--- src/rtl/pair_deser_pkg.sv ---
// Shared constants and types for the pair deserializer.
//   BEATS / BEAT_W / BYTE_W / CNT_W : framing widths
//   ST_*                            : status word bit positions
//   state_e                         : sequencing FSM states
package pair_deser_pkg;

  localparam int unsigned BEATS  = 4;
  localparam int unsigned BEAT_W = 2;
  localparam int unsigned BYTE_W = 8;
  localparam int unsigned CNT_W  = 4;
  localparam int unsigned BIDX_W = $clog2(BEATS);

  localparam int unsigned ST_FULL    = 7;
  localparam int unsigned ST_OVR     = 6;
  localparam int unsigned ST_BEAT_HI = 5;
  localparam int unsigned ST_BEAT_LO = 4;

  typedef enum logic {
    COLLECT = 1'b0,
    HOLD    = 1'b1
  } state_e;

endpackage

--- src/rtl/user_module_pair_deserializer_if.sv ---
// TinyTapeout 8-in/8-out user-module pin frame.
//   io_in[0] clk, [1] rst_n, [2] valid, [3] din_a, [4] din_b,
//   [5] mode, [6] ack, [7] count_clr
//   io_out   held byte (mode=0) or status word (mode=1)
interface user_module_pair_deserializer_if;
  logic [7:0] io_in;
  logic [7:0] io_out;

  modport master (output io_in, input io_out);
  modport slave  (input io_in, output io_out);
endinterface

--- src/rtl/pair_shift_collector.sv ---
// Packs (din_a, din_b) pairs LSB-first into a byte, one pair per valid edge.
//   clk, rst_n     : clock, async active-low reset
//   valid          : sample a pair this edge
//   din_a, din_b   : pair bits (din_b -> even bit, din_a -> odd bit)
//   beat           : index of the next pair to be written
//   done_c         : this edge delivers the last pair of a byte
//   byte_c         : assembled byte including the current pair
module pair_shift_collector
  import pair_deser_pkg::*;
(
  input  logic              clk,
  input  logic              rst_n,
  input  logic              valid,
  input  logic              din_a,
  input  logic              din_b,
  output logic [BIDX_W-1:0] beat,
  output logic              done_c,
  output logic [BYTE_W-1:0] byte_c
);

  logic [BYTE_W-1:0] shreg;

  // Pair write and beat advance; beat wraps naturally after the last pair.
  always_ff @(posedge clk or negedge rst_n) begin
    if (!rst_n) begin
      shreg <= '0;
      beat  <= '0;
    end else if (valid) begin
      shreg[32'(beat) * BEAT_W +: BEAT_W] <= {din_a, din_b};
      beat <= beat + BIDX_W'(1);
    end
  end

  // Completion view: top pair comes straight from the inputs this edge.
  assign done_c = valid && (beat == BIDX_W'(BEATS - 1));
  assign byte_c = {din_a, din_b, shreg[BYTE_W-BEAT_W-1:0]};

endmodule

--- src/rtl/user_module_pair_deserializer.sv ---
// Pair deserializer with a one-entry holding register, ack handshake,
// overrun flag, accepted-byte counter and a mode-selected status view.
//   pins.io_in  : clk, rst_n, valid, din_a, din_b, mode, ack, count_clr
//   pins.io_out : held byte (mode=0) or status word (mode=1)
module user_module_pair_deserializer
  import pair_deser_pkg::*;
(
  user_module_pair_deserializer_if.slave pins
);

  logic clk, rst_n, valid, din_a, din_b, mode, ack, count_clr;

  assign clk       = pins.io_in[0];
  assign rst_n     = pins.io_in[1];
  assign valid     = pins.io_in[2];
  assign din_a     = pins.io_in[3];
  assign din_b     = pins.io_in[4];
  assign mode      = pins.io_in[5];
  assign ack       = pins.io_in[6];
  assign count_clr = pins.io_in[7];

  logic [BIDX_W-1:0] beat;
  logic              done_c;
  logic [BYTE_W-1:0] byte_c;

  pair_shift_collector u_collector (
    .clk    (clk),
    .rst_n  (rst_n),
    .valid  (valid),
    .din_a  (din_a),
    .din_b  (din_b),
    .beat   (beat),
    .done_c (done_c),
    .byte_c (byte_c)
  );

  state_e            state_q, state_d;
  logic [BYTE_W-1:0] hold_q, hold_d;
  logic              ovr_q, ovr_d;
  logic [CNT_W-1:0]  bcnt_q, bcnt_d;
  logic [7:0]        status_c;

  // State register.
  always_ff @(posedge clk or negedge rst_n) begin
    if (!rst_n) begin
      state_q <= COLLECT;
      hold_q  <= '0;
      ovr_q   <= 1'b0;
      bcnt_q  <= '0;
    end else begin
      state_q <= state_d;
      hold_q  <= hold_d;
      ovr_q   <= ovr_d;
      bcnt_q  <= bcnt_d;
    end
  end

  // Next state: a completion either loads (empty or acked) or is dropped.
  // An ack that accompanies a load still counts as consuming, so it clears
  // any pending overrun.
  always_comb begin
    state_d = state_q;
    hold_d  = hold_q;
    ovr_d   = ovr_q;
    bcnt_d  = bcnt_q;
    if (done_c) begin
      if (state_q == COLLECT || ack) begin
        state_d = HOLD;
        hold_d  = byte_c;
        bcnt_d  = bcnt_q + CNT_W'(1);
        if (ack) ovr_d = 1'b0;
      end else begin
        ovr_d = 1'b1;
      end
    end else if (ack) begin
      state_d = COLLECT;
      ovr_d   = 1'b0;
    end
    if (count_clr) bcnt_d = '0;
  end

  // Status word and output mux, purely from registers.
  always_comb begin
    status_c                        = '0;
    status_c[ST_FULL]               = (state_q == HOLD);
    status_c[ST_OVR]                = ovr_q;
    status_c[ST_BEAT_HI:ST_BEAT_LO] = beat;
    status_c[CNT_W-1:0]             = bcnt_q;
  end

  assign pins.io_out = mode ? status_c : hold_q;

endmodule

--- src/flat_wrapper.sv ---
// flat-port wrapper written by rule: the top's interface ports become plain ports
module user_module_pair_deserializer_flat import pair_deser_pkg::*;
  (pins_io_in, pins_io_out);
  user_module_pair_deserializer_if pins_i ();
  input wire logic [$bits(pins_i.io_in)-1:0] pins_io_in;
  output wire logic [$bits(pins_i.io_out)-1:0] pins_io_out;
  assign pins_i.io_in = pins_io_in;
  assign pins_io_out = pins_i.io_out;
  user_module_pair_deserializer u_core (.pins(pins_i));
endmodule
--- config.mk ---
export PLATFORM = sky130hd
export DESIGN_NAME = user_module_pair_deserializer_flat
export DESIGN_NICKNAME = d
export VERILOG_FILES = /design/src/rtl/pair_deser_pkg.sv /design/src/rtl/user_module_pair_deserializer_if.sv /design/src/rtl/pair_shift_collector.sv /design/src/rtl/user_module_pair_deserializer.sv /design/src/flat_wrapper.sv
export SDC_FILE = /design/constraint.sdc
export NUM_CORES = 1
export LEC_CHECK = 0
export ABC_AREA = 1
export BUFFER_PORTS_ARGS = -buffer_cell sky130_fd_sc_hd__buf_2
export CAP_MARGIN = 20
export CELL_PAD_IN_SITES_DETAIL_PLACEMENT = 1
export CELL_PAD_IN_SITES_GLOBAL_PLACEMENT = 2
export CORE_MARGIN = 2
export CORE_UTILIZATION = 35
export CTS_CLUSTER_DIAMETER = 120
export CTS_CLUSTER_SIZE = 20
export DETAILED_ROUTE_END_ITERATION = 6
export GPL_TIMING_DRIVEN = 0
export PLACE_DENSITY = 0.85
export SLEW_MARGIN = 25
export SYNTH_ARGS = -nofsm -noshare
export SYNTH_HDL_FRONTEND = slang
export SYNTH_HIERARCHICAL = 1
export SYNTH_SLANG_ARGS = --single-unit
export TNS_END_PERCENT = 50
--- constraint.sdc ---
create_clock -name pins_io_in -period 3.79 [get_ports pins_io_in]
set_clock_uncertainty 0.05 [all_clocks]
set_input_delay 0.5685 -clock pins_io_in [delete_from_list [all_inputs] [get_ports pins_io_in]]
set_output_delay 0.5685 -clock pins_io_in [all_outputs]
set_load 0.01 [all_outputs]
# After elaboration in Yosys (flattened, before gate mapping)
# Index checks and enable logic that the tools add are counted.
[totals]
regBits = 24
latch_bits = 0
elab_cells = 33
inputBits = 8
output_inout_bits = 8
memories = 0
mem_bits_ro = 0
ram_bits = 0
[classes]
magnitude_cmp = 0
bitwise_logic = 1
n_mul = 0
shift = 2
add_sub_neg = 3
n_reduce_logical = 8
div = 0
n_eq_ne = 2
n_mux = 11
[ops]
columns = ["cell", "count"]
rows = [
  ["$neg A3 Y34", 1],
  ["$shift A2 B34 Y8 const A", 1],
  ["$shiftx A2 B34 Y8", 1],
  ["$mux W4", 3],
  ["$bwmux W8", 1],
  ["$mux W8", 1],
  ["$mux W1", 6],
  ["$reduce_and A2 Y1", 3],
  ["$reduce_bool A2 Y1", 3],
  ["$add A4 B1 Y4 const B", 1],
  ["$add A2 B1 Y2 const B", 1],
  ["$eq A2 B2 Y1 const B", 1],
  ["$ne A2 B2 Y1 const B", 1],
  ["$logic_and A1 B1 Y1", 1],
  ["$logic_or A1 B1 Y1", 1],
  ["$not A1 Y1", 1],
]

# Longest topological paths before layout
# Gate-level depths: netlist of the first run.
[depth]
word_depth = 5
mapped_depth = 8
depth_no_buf = 8

# Cells and area by module
# The synthesis of the first run kept the hierarchy.
[modules_own_cells]
columns = ["module", "cells_each", "n_inst", "area_each_um2", "seq_area_each_um2"]
rows = [
  ["user_module_pair_deserializer", 85, 1, 691.9, 350.3],
  ["pair_shift_collector", 62, 1, 465.4, 200.2],
]

# Least setup slack after synthesis of the first run
# No wires, ideal clock.
[synth_path]
kind = "reg-to-reg"
start = "reg u_core.u_collector.beat[0]"
end = "reg u_core.hold_q[3]"
path_buffers = 1
setup_time_ps = 126
synth_period_minus_slack_ps = 1365
arrival_ps = 1189
path_stages_with_launch = 8
setup_slack_ps = 2425
cell_sequence = "dfrtp_1 ha_1 nand2_1 inv_1 inv_2 a21oi_4 buf_6 o21ai_0"
[synth_between]
elab_chain_cells = 3
[synth_lines]
columns = ["item", "line", "source"]
rows = [
  ["from (decl)", "pair_shift_collector.sv:16", "output logic [BIDX_W-1:0] beat,"],
  ["from (signal assigned)", "pair_shift_collector.sv:30", "beat <= beat + BIDX_W'(1);"],
  ["$eq A2 B2 Y1", "pair_shift_collector.sv:35", "assign done_c = valid && (beat == BIDX_W'(BEATS - 1));"],
  ["$logic_and A1 B1 Y1", "pair_shift_collector.sv:35", ""],
  ["net u_core.done_c", "user_module_pair_deserializer.sv:23", "logic done_c;"],
  ["$reduce_and A2 Y1 (no line)", "-", ""],
  ["to (signal assigned)", "user_module_pair_deserializer.sv:52", "hold_q <= hold_d;"],
  ["to (decl)", "user_module_pair_deserializer.sv:38", "logic [BYTE_W-1:0] hold_q, hold_d;"],
]
# The timed path passes the listed nets, and every way through them passes these cells.
# A chain may end at the register's enable or synchronous reset.

==> results.txt, run 1 <==
DRT Pass-1 Iters -> 7
Fraction of registers with async set/reset -> 1.00
Remaining antenna violation count after routing -> 0
Internal Power -> 1.57 mW
Hold-fix buffers, CTS -> 0
Final Hold Vio Count -> 25
Setup TNS -> 0 ns
Crit path launch type -> clock port
Routing usage on met2 -> 0.377
Max cap viols -> 0
Worst reg2reg endpoint -> u_core/hold_q[3]
First-pass GRT wire length -> 8.87 mm
Post-Syn Nets -> 161
HP Class -> clk -> async
Filler instances -> 426
Worst R2R Path Depth -> 15
# rows -> 20
Worst-path clk slew -> 0.14 ns
Nets -> 257
WHS -> -0.403 ns
Initial antenna violation count -> 0
EDFF count, synth -> 0
Sequential area share after synthesis -> 0.476
Reg power frac -> 0.088
Synth Flop Type -> dfrtp_1
VDD IR max -> 0.631 mV
Met1 Use GR -> 0.138
Leakage -> 1.04 nW
CP Max Fanout -> 6
Flip-flop and latch area -> 551 sq um
GRT Total Usage -> 0.350
Net switching component of the power -> 1.36 mW
Placed wire-length estimate -> 2.02 mm
Layout area overhead -> 69.4%
Vias in the first global route -> 2611
Largest net degree at the start of global routing -> 14
Post-CTS Resized -> 0
Cells after Synth -> 147
Vias per inst -> 5.61
Setup bufs post-CTS -> 0
Final GP Congestion -> 0.747
# diodes -> 0
Initial Utilization -> 0.373
Global routing usage on met3 -> 0.477
Largest cells by area after synthesis -> dfrtp_1, nand2_1, ha_1, inv_1, nor2_1
Clock latency on the worst-skew pair -> 0.32 ns
Leading area contributor after synthesis -> dfrtp_1
Synth unique cells -> 20
WL/cell -> 20.5 um
Cell Pwr Density -> 1490 nW/um^2
Failing checks -> design-rule violations, negative hold slack
Crit. End Element -> register
Crit path DAT -> 3.91 ns
Setup crit start -> pins_io_in[2]
Status -> complete, but fails checks
I/O pins -> 16
Combinational power share -> 0
Max Slew Vio Count -> 0
Setup Crit Path Kind -> clk -> reg
CORE AREA -> 3100 sq um
Cell with the most instances after synthesis -> nand2_1
Buffers on Ports -> 8
Share of total power in the clock network -> 0.912
Syn avg cell area -> 7.87 sq um
Total number of yosys warnings -> 6
Total Routed Length -> 6.17 mm
Net Sw Frac -> 0.464
Initial DRC count -> 305
Share of Yosys cell area claimed by the top area cell type -> 0.476
Synth cell count leaders -> nand2_1, dfrtp_1, inv_1
Slew of the pin with the lowest slew margin -> 0.326 ns
Grt total ovfl -> 0
Synth Register Bits -> 22
Via count -> 1690
Drt drc -> 9
Die span in x -> 61.5 um
GR peak layer -> met4
Die H -> 61.5 um
Die ar. -> 3780 sq um
Area of the multi-input gates -> 504 sq um
Final setup violation count -> 0
CTS tree -> yes
RR Startpoint -> u_core/u_collector/beat[0]
Worst setup path end -> u_core/hold_q[3]
Slew HR -> 0.782
Share of cells above drive strength 1 -> 0.401
Synth Cell Area -> 1160 sq um
FF-to-FF setup slack -> 1.08 ns
Unrepaired setup endpoints after global routing -> false
Critical Path RT -> 3.97 ns
[cell type report]
type | count | area share
buffer | 4 | 0.0160
clock buffer | 95 | 0.350
clock inverter | 22 | 0.0447
inverter | 12 | 0.0230
multi-input combinational | 102 | 0.257
sequential | 22 | 0.281
tap | 44 | 0.0281
[per-stage QoR]
stage / utilization / cell area [sq um] / cells / worst slack, ns / total power, mW
5_1_grt: 0.632 / 1960 / 301 / 0.0280 / 3.15
2_1_floorplan: - / 1160 / 147 / 0.832 / 0.869
6_report: 0.632 / 1960 / 301 / 0.0567 / 2.93
3_3_place_gp: 0.404 / 1250 / 199 / 0.861 / 0.940
4_1_cts: 0.632 / 1960 / 301 / 0.0707 / 3.03
3_5_place_dp: 0.404 / 1250 / 199 / 0.861 / 0.940
[logic make-up after synthesis]
kind of cell / count (synthesis) / share of synthesized area
adder cells (fa/ha/maj): 6 / 0.0649
flip-flops: 22 / 0.476
AO/OA/AOI/OAI: 19 / 0.0995
buffers and inverters: 23 / 0.0886
XOR/XNOR: 1 / 0.00757
multiplexers: 1 / 0.00973
AND/OR/NAND/NOR: 75 / 0.254
[power by group through the flow]
stage	Sequential [mW]	Clock (mW)	Combinational, mW
floorplan	0.267	0.602	0.0000000799
finish	0.259	2.67	0.0000000799
CTS	0.259	2.77	0.0000000799
global placement	0.267	0.673	0.0000000799
detailed placement	0.267	0.673	0.0000000799
global route	0.259	2.89	0.0000000799
[state kept, by name, indices dropped and copies added (netlist names)]
signal                    count
u_core/state_q                1
u_core/u_collector/beat       2
u_core/ovr_q                  1
u_core/bcnt_q                 4
u_core/hold_q                 8
u_core/u_collector/shreg      6
[layer usage]
metal	vias to the layer above	wire, um	part of all wire
met4	0	648	0.10
met5	-	0	0
li1	664	-	-
met2	186	2620	0.42
met3	81	821	0.13
met1	759	2080	0.34
[worst min path at each step]
stage               cells after the start  slack [ns]          start                          end
floorplan                               0       -0.35  pins_io_in[1]             u_core/bcnt_q[0]
global route                            2       -0.41  pins_io_in[1]  u_core/u_collector/shreg[3]
detailed placement                      0       -0.35  pins_io_in[1]             u_core/bcnt_q[0]
finish                                  2       -0.40  pins_io_in[1]                 u_core/ovr_q
CTS                                     2       -0.40  pins_io_in[1]                 u_core/ovr_q
global placement                        0       -0.35  pins_io_in[1]             u_core/bcnt_q[0]
[cells in the final DEF (no fill, tap or decap)]
cell | netlist | routed
inv_1 | 18 | 28
buf_4 | 2 | 2
clkbuf_4 | 0 | 77
inv_2 | 1 | 4
nor2_2 | 1 | 1
a21oi_4 | 1 | 1
o21ai_2 | 2 | 2
nand2_1 | 52 | 52
clkbuf_1 | 0 | 8
clkbuf_8 | 0 | 1
nor2_1 | 16 | 16
inv_6 | 0 | 1
clkinv_1 | 0 | 1
o21ai_0 | 8 | 8
mux2_2 | 1 | 1
o22ai_1 | 1 | 1
nand2_2 | 1 | 1
a21oi_1 | 7 | 7
buf_2 | 1 | 9
or2_2 | 1 | 1
dfrtp_1 | 22 | 22
ha_1 | 6 | 6
nand3_1 | 4 | 4
clkbuf_16 | 0 | 1
xor2_1 | 1 | 1
buf_6 | 1 | 1
[worst max-delay path, cell delays in order]
cell	delay, ns
clkbuf_4	0.12
clkbuf_4	0.15
nand2_1	0.06
clkbuf_4	0.13
clkbuf_4	0.14
inv_1	0.06
clkbuf_4	0.14
clkbuf_4	0.14
inv_2	0.08
a21oi_4	0.03
clkbuf_4	0.14
clkbuf_4	0.15
buf_6	0.11
clkbuf_4	0.14
clkbuf_4	0.17
o21ai_0	0.24
No activity file was read; power rests on OpenSTA's default activity.
==> run 2, diff against run 1 <==
Settings changed: CORE_UTILIZATION 35 to 36, SYNTH_HIERARCHICAL 1 to unset.
==> run 2 against run 1 <==
  * The flow finishes with violations (negative hold slack)
  * Largest cell class unchanged
  * Synthesized cell count fell by 13%
  * Worst setup slack improved by 0.18 ns
  * Core utilization down 0.25 points
  * Highest routed layer unchanged
  * Worst hold slack worse by 0.0079 ns
==> results.txt, run 2 <==
First-pass GRT wire length -> 8.28 mm (-6.6%)
Nets -> 232 (-9.7%)
Internal Power -> 1.53 mW (-2.7%)
Net Sw Frac -> 0.444 (-0.0196)
Biggest regs -> u_core.hold_q x8, u_core.u_collector.shreg x6, u_core.bcnt_q x4
Failing checks -> negative hold slack
Final Hold Vio Count -> 24 (-4.0%)
# rows -> 20 (unchanged)
FF-to-FF setup slack -> 1.82 ns (+0.74 ns)
Crit path launch type -> clock port
Largest cells by area after synthesis -> dfrtp_1, nand2_1, ha_1, inv_1, o21ai_0
Critical Path Most Common Cell -> clkbuf_4
Initial antenna violation count -> 0 (unchanged)
Cell with the most instances after synthesis -> nand2_1
# diodes -> 0 (unchanged)
Slowest library cell on the worst path -> clkbuf_4
Share of Yosys cell area claimed by the top area cell type -> 0.486 (+0.00998)
Synth unique cells -> 19 (-5.0%)
Syn avg cell area -> 8.86 sq um (+12%)
GRT Total Usage -> 0.334 (-0.0163)
Synth Cell Area -> 1130 sq um (-2.1%)
Vias in the first global route -> 2460 (-5.8%)
Cell Pwr Density -> 1440 nW/um^2 (-3.4%)
Biggest register -> u_core.hold_q
CORE AREA -> 3030 sq um (-2.4%)
Slowest stage delay, CP -> 0.16 ns (-0.08 ns)
Final GP Congestion -> 0.717 (-4.0%)
Critical Path RT -> 3.17 ns (-0.80 ns)
Post-route setup slack -> 0.235 ns (+0.178 ns)
Synth cell count leaders -> nand2_1, dfrtp_1, inv_1
Leakage -> 0.982 nW (-5.7%)
Die span in x -> 60.1 um (-2.3%)
Dpl ws -> 0.864 ns (+0.00298 ns)
Via count -> 1465 (-13%)
Synth Flop Type -> dfrtp_1
Initial DRC count -> 112 (-63%)
Slew HR -> 0.813 (+0.0306)
Most common cell after layout, fill and taps aside -> clkbuf_4
CP Max Fanout -> 6 (unchanged)
Clock latency on the worst-skew pair -> 0.34 ns (+0.02 ns)
Layout area overhead -> 68.1%
Leading area contributor after synthesis -> dfrtp_1
Buffers on Ports -> 8 (unchanged)
Synth Register Bits -> 22 (unchanged)
Hold-fix buffers, CTS -> 0 (unchanged)
Share of total power in the clock network -> 0.906 (-0.006)
Crit path DAT -> 2.94 ns (-0.97 ns)
DRT Pass-1 Iters -> 7 (unchanged)
Fin util -> 0.629 (-0.00252)
Setup Crit Path Kind -> clk -> out
Largest net degree at the start of global routing -> 13 (-1)
Worst R2R Path Depth -> 10 (-5)
Status -> complete, but fails checks
VDD IR max -> 0.583 mV (-7.7%)
Setup bufs post-CTS -> 0 (unchanged)
Slew of the pin with the lowest slew margin -> 0.280 ns (-0.0463 ns)
Setup TNS -> 0 ns (unchanged)
Net switching component of the power -> 1.22 mW (-10%)
Worst reg2reg endpoint -> u_core.u_collector.shreg[0]
Grt total ovfl -> 0 (unchanged)
Drt drc -> 0 (-9)
Remaining antenna violation count after routing -> 0 (unchanged)
I/O pins -> 16 (unchanged)
Most frequent cells in the layout -> clkbuf_4, nand2_1, inv_1
Initial Utilization -> 0.374 (+0.00140)
Vias per inst -> 5.37 (-4.4%)
CTS tree -> yes
Placed wire-length estimate -> 1.95 mm (-3.8%)
WL/cell -> 19.1 um (-6.8%)
Fraction of registers with async set/reset -> 1.00 (unchanged)
Combinational power share -> 0 (unchanged)
HP Class -> clk -> async
Cells after Synth -> 128 (-13%)
Die ar. -> 3610 sq um (-4.5%)
Final setup violation count -> 0 (unchanged)
Total number of yosys warnings -> 0 (-6)
Critical-path cell list -> clkbuf_4, clkbuf_4, buf_2, clkbuf_4, clkbuf_4, nor2_1, a21oi_1, buf_2
Reg power frac -> 0.094 (+0.006)
Unrepaired setup endpoints after global routing -> false
Max Slew Vio Count -> 0 (unchanged)
Share of cells above drive strength 1 -> 0.432 (+0.0315)
RR Startpoint -> u_core.u_collector.beat[0]
Total Routed Length -> 5.22 mm (-15%)
Tot Pwr -> 2.75 mW (-6.1%)
Worst-path clk slew -> 0.15 ns (about the same)
Max cap viols -> 0 (unchanged)
Crit. End Element -> primary output
Die H -> 60.1 um (-2.3%)
Max reg flops -> 8 (unchanged)
Post-CTS Resized -> 0 (unchanged)
WHS -> -0.411 ns (-0.00788 ns)
EDFF count, synth -> 0 (unchanged)
Post-Syn Nets -> 142 (-12%)
Sequential area share after synthesis -> 0.486 (+0.00998)
-- run 2: changes by cell type in the layout (fill, tap and decap cells not counted), moves of 2 or more --
cell	before	now
nand2_1	52	29
clkbuf_4	77	71
nor2_1	16	10
nand4_1	0	5
inv_2	4	0
buf_4	2	0
clkbuf_1	8	6
clkinvlp_2	0	2
inv_1	28	26
nand3_1	4	6
nand3_2	0	2
o21ai_0	8	10
o21ai_2	2	4
-- run 2: power by group through the flow --
stage	Sequential [mW]	Clock, mW	Combinational, mW
CTS	0.259	2.59	0.0000000825
global route	0.259	2.75	0.0000000825
finish	0.259	2.49	0.0000000825
global placement	0.267	0.640	0.0000000825
detailed placement	0.267	0.640	0.0000000825
floorplan	0.267	0.569	0.0000000825
-- run 2: metal layers --
metal,part of all wire,vias up,GRT usage
met3,0.13,56,0.416
met2,0.47,148,0.326
li1,-,605,-
met5,0,-,0.0635
met4,0.080,0,0.702
met1,0.32,656,0.157
-- run 2: area by class of cell --
class	count	area [sq um]
Sequential cell	22	551
Tap cell	44	55.1
Clock inverter	20	126
Clock buffer	86	609
Buffer	3	27.5
Inverter	12	45.0
Fill cell	372	1120
Multi-Input combinational cell	86	492
-- run 2: cell families after synthesis --
group | share of synthesized area
muxes | 0.00993
adders and majority gates | 0.0662
buffers and inverters | 0.0806
AOI/OAI and AO/OA | 0.126
DFF | 0.486
and+or+nand+nor | 0.216
xor gates and xnor gates | 0.0155
-- run 2: worst max-delay path, delay by kind of cell --
kind	cells	cell delay, ns
buffers and inverters	6	0.83
AND/OR/NAND/NOR	1	0.15
AO/OA/AOI/OAI	1	0.07
-- run 2: worst max-delay path by stage --
stage                  start             end  depth (start not counted)
6_report       pins_io_in[5]  pins_io_out[5]                          8
5_1_grt        pins_io_in[5]  pins_io_out[5]                          8
4_1_cts        pins_io_in[5]  pins_io_out[5]                          8
3_5_place_dp   pins_io_in[5]  pins_io_out[5]                          4
3_3_place_gp   pins_io_in[5]  pins_io_out[5]                          4
2_1_floorplan  pins_io_in[5]  pins_io_out[2]                          2
-- run 2: stage by stage --
stage | instance area [sq um] | std cells | hold WS [ns]
6_report | 1910 | 273 | -0.411
5_1_grt | 1910 | 273 | -0.422
4_1_cts | 1910 | 273 | -0.391
3_5_place_dp | 1230 | 180 | -0.346
3_3_place_gp | 1230 | 180 | -0.346
2_1_floorplan | 1130 | 128 | -0.346
==> run 3, diff against run 2 <==
Settings changed: ABC_AREA 1 to unset, CORE_UTILIZATION 36 to 39.
==> run 3 against run 2 <==
  * The run still ends with negative hold slack left
  * Sequential share of layout area grew 3.5 points
  * Sequential power about the same
  * Worst setup slack better by 0.23 ns
  * Core utilization is 0.24 points lower
  * Non-clock buffer count rose by 1
  * Via count shrank 17%
  * Synthesized cell count shrank 25%
  * Wire length shrank 18%
  * Final area is 11% lower
  * Final cell count fell by 25%
  * First-iteration DRC count decreased by 0.89%
==> results.txt, run 3 <==
Max cap viols -> 0 (unchanged)
Final setup violation count -> 0 (unchanged)
Leakage -> 0.867 nW (-12%)
Most common cell after layout, fill and taps aside -> clkbuf_4
Worst setup path end -> pins_io_out[7]
Synth Cell Area -> 1100 sq um (-3.1%)
Syn avg cell area -> 11.4 sq um (+29%)
Worst reg2reg endpoint -> u_core.u_collector.shreg[5]
EDFF count, synth -> 0 (unchanged)
Share of Yosys cell area claimed by the top area cell type -> 0.501 (+0.0155)
Max Slew Vio Count -> 0 (unchanged)
I/O pins -> 16 (unchanged)
Largest net degree at the start of global routing -> 13 (unchanged)
Synth cell count leaders -> dfrtp_1, mux2_2, nand2_1
Cells after Synth -> 96 (-25%)
Crit path DAT -> 2.71 ns (-0.23 ns)
Initial Utilization -> 0.405 (+0.0310)
Initial DRC count -> 111 (-0.89%)
Synth unique cells -> 26 (+7)
Setup Crit Path Kind -> clk -> out
Fraction of registers with async set/reset -> 1.00 (unchanged)
RR Startpoint -> u_core.u_collector.beat[0]
Nets -> 177 (-24%)
Layout area overhead -> 54.7%
Setup crit start -> pins_io_in[5]
Failing checks -> negative hold slack
Remaining antenna violation count after routing -> 0 (unchanged)
Buffers on Ports -> 8 (unchanged)
Total number of yosys warnings -> 0 (unchanged)
Share of cells above drive strength 1 -> 0.497 (+0.0648)
Max reg flops -> 8 (unchanged)
GRT Total Usage -> 0.293 (-0.0406)
# diodes -> 0 (unchanged)
Critical Path RT -> 3.17 ns (about the same)
Biggest regs -> u_core.hold_q x8, u_core.u_collector.shreg x6, u_core.bcnt_q x4
Hold-fix buffers, CTS -> 0 (unchanged)
Worst R2R Path Depth -> 7 (-3)
CP Max Fanout -> 4 (-2)
Drt drc -> 0 (unchanged)
Synth Register Bits -> 22 (unchanged)
Sequential area share after synthesis -> 0.501 (+0.0155)
Slew of the pin with the lowest slew margin -> 0.337 ns (+0.0572 ns)
Crit. End Element -> primary output
First-pass GRT wire length -> 7.10 mm (-14%)
Die H -> 57.1 um (-5.1%)
Synth Flop Type -> dfrtp_1
WL/cell -> 20.8 um (+8.6%)
DRT Pass-1 Iters -> 6 (-1)
VDD IR max -> 0.835 mV (+43%)
CTS tree -> yes
WHS -> -0.394 ns (+0.0169 ns)
Fin util -> 0.627 (-0.00238)
Worst-path clk slew -> 0.13 ns (-0.02 ns)
Die span in x -> 57.1 um (-5.1%)
Grt total ovfl -> 0 (unchanged)
Final GP Congestion -> 0.715 (-0.28%)
Placed wire-length estimate -> 1.68 mm (-14%)
Vias per inst -> 5.88 (+9.6%)
HP Class -> clk -> async
FF-to-FF setup slack -> 1.68 ns (-0.14 ns)
Largest cells by area after synthesis -> dfrtp_1, mux2_2, ha_1, nand2_1, o21ai_0
Final Hold Vio Count -> 27 (+13%)
Slew HR -> 0.775 (-0.0379)
Crit path launch type -> clock port
Leading area contributor after synthesis -> dfrtp_1
Status -> complete, but fails checks
Biggest register -> u_core.hold_q
Cell with the most instances after synthesis -> dfrtp_1
Total Routed Length -> 4.28 mm (-18%)
Unrepaired setup endpoints after global routing -> false
Post-Syn Nets -> 110 (-23%)
Via count -> 1212 (-17%)
Clock latency on the worst-skew pair -> 0.32 ns (-0.02 ns)
Die ar. -> 3260 sq um (-9.9%)
Most frequent cells in the layout -> clkbuf_4, dfrtp_1, mux2_2
Vias in the first global route -> 2094 (-15%)
CORE AREA -> 2710 sq um (-10%)
# rows -> 19 (-5.0%)
Initial antenna violation count -> 0 (unchanged)
Setup TNS -> 0 ns (unchanged)
Setup bufs post-CTS -> 0 (unchanged)
Cell Pwr Density -> 1330 nW/um^2 (-7.6%)
Post-CTS Resized -> 0 (unchanged)
-- run 3: how the worst min path moves through the flow --
stage                     cells after the start                    endpoint
final                                         2            u_core.hold_q[0]
after global routing                          2              u_core.state_q
after CTS                                     2  u_core.u_collector.beat[0]
after detailed placement                      0            u_core.bcnt_q[0]
after global placement                        0            u_core.bcnt_q[0]
after floorplan                               0            u_core.bcnt_q[0]
-- run 3: cell type report --
cell class | instances | area (sq um)
inverter | 3 | 11.3
clock inverter | 4 | 46.3
fill | 305 | 1010
buffer | 4 | 22.5
tap | 31 | 38.8
clock buffer | 75 | 515
multi-input combinational | 67 | 514
sequential | 22 | 551
-- run 3: logic make-up (layout without fill, tap and decap cells) --
logic type / after synthesis / after routing / share of synthesized area
buffers and inverters: 7 / 86 / 0.0307
adder cells (fa/ha/maj): 6 / 6 / 0.0683
multiplexers: 16 / 16 / 0.164
flip-flops: 22 / 22 / 0.501
AND/OR/NAND/NOR: 28 / 28 / 0.144
AO/OA/AOI/OAI: 16 / 16 / 0.0843
XOR/XNOR: 1 / 1 / 0.00797
-- run 3: critical path, cell delays in order --
cell,delay (ns)
clkbuf_1,0.08
clkbuf_4,0.14
clkbuf_4,0.17
mux2_2,0.28
buf_2,0.14
-- run 3: layer usage --
metal  track usage  vias up  part of all wire
li1              -      492                 -
met1         0.119      563              0.32
met2         0.273      103              0.45
met3         0.415       54              0.13
met4         0.615        0              0.10
met5        0.0159        -                 0
-- run 3: where the power goes --
part	leakage [nW]	internal (mW)	total (mW)	switching, mW
registers	0.315	0.259	0.259	0
logic	0.0718	0	0.0000000718	0
clock network	0.480	1.03	2.01	0.975
-- run 3: per-stage QoR --
step | total power [mW] | setup WS [ns] | std cells | area (sq um) | hold WS, ns
after floorplan | 0.712 | 0.779 | 96 | 1100 | -0.346
after global placement | 0.783 | 0.685 | 135 | 1180 | -0.346
after detailed placement | 0.783 | 0.685 | 135 | 1180 | -0.346
after CTS | 2.37 | 0.440 | 206 | 1700 | -0.386
after global routing | 2.49 | 0.424 | 206 | 1700 | -0.399
final | 2.26 | 0.466 | 206 | 1700 | -0.394
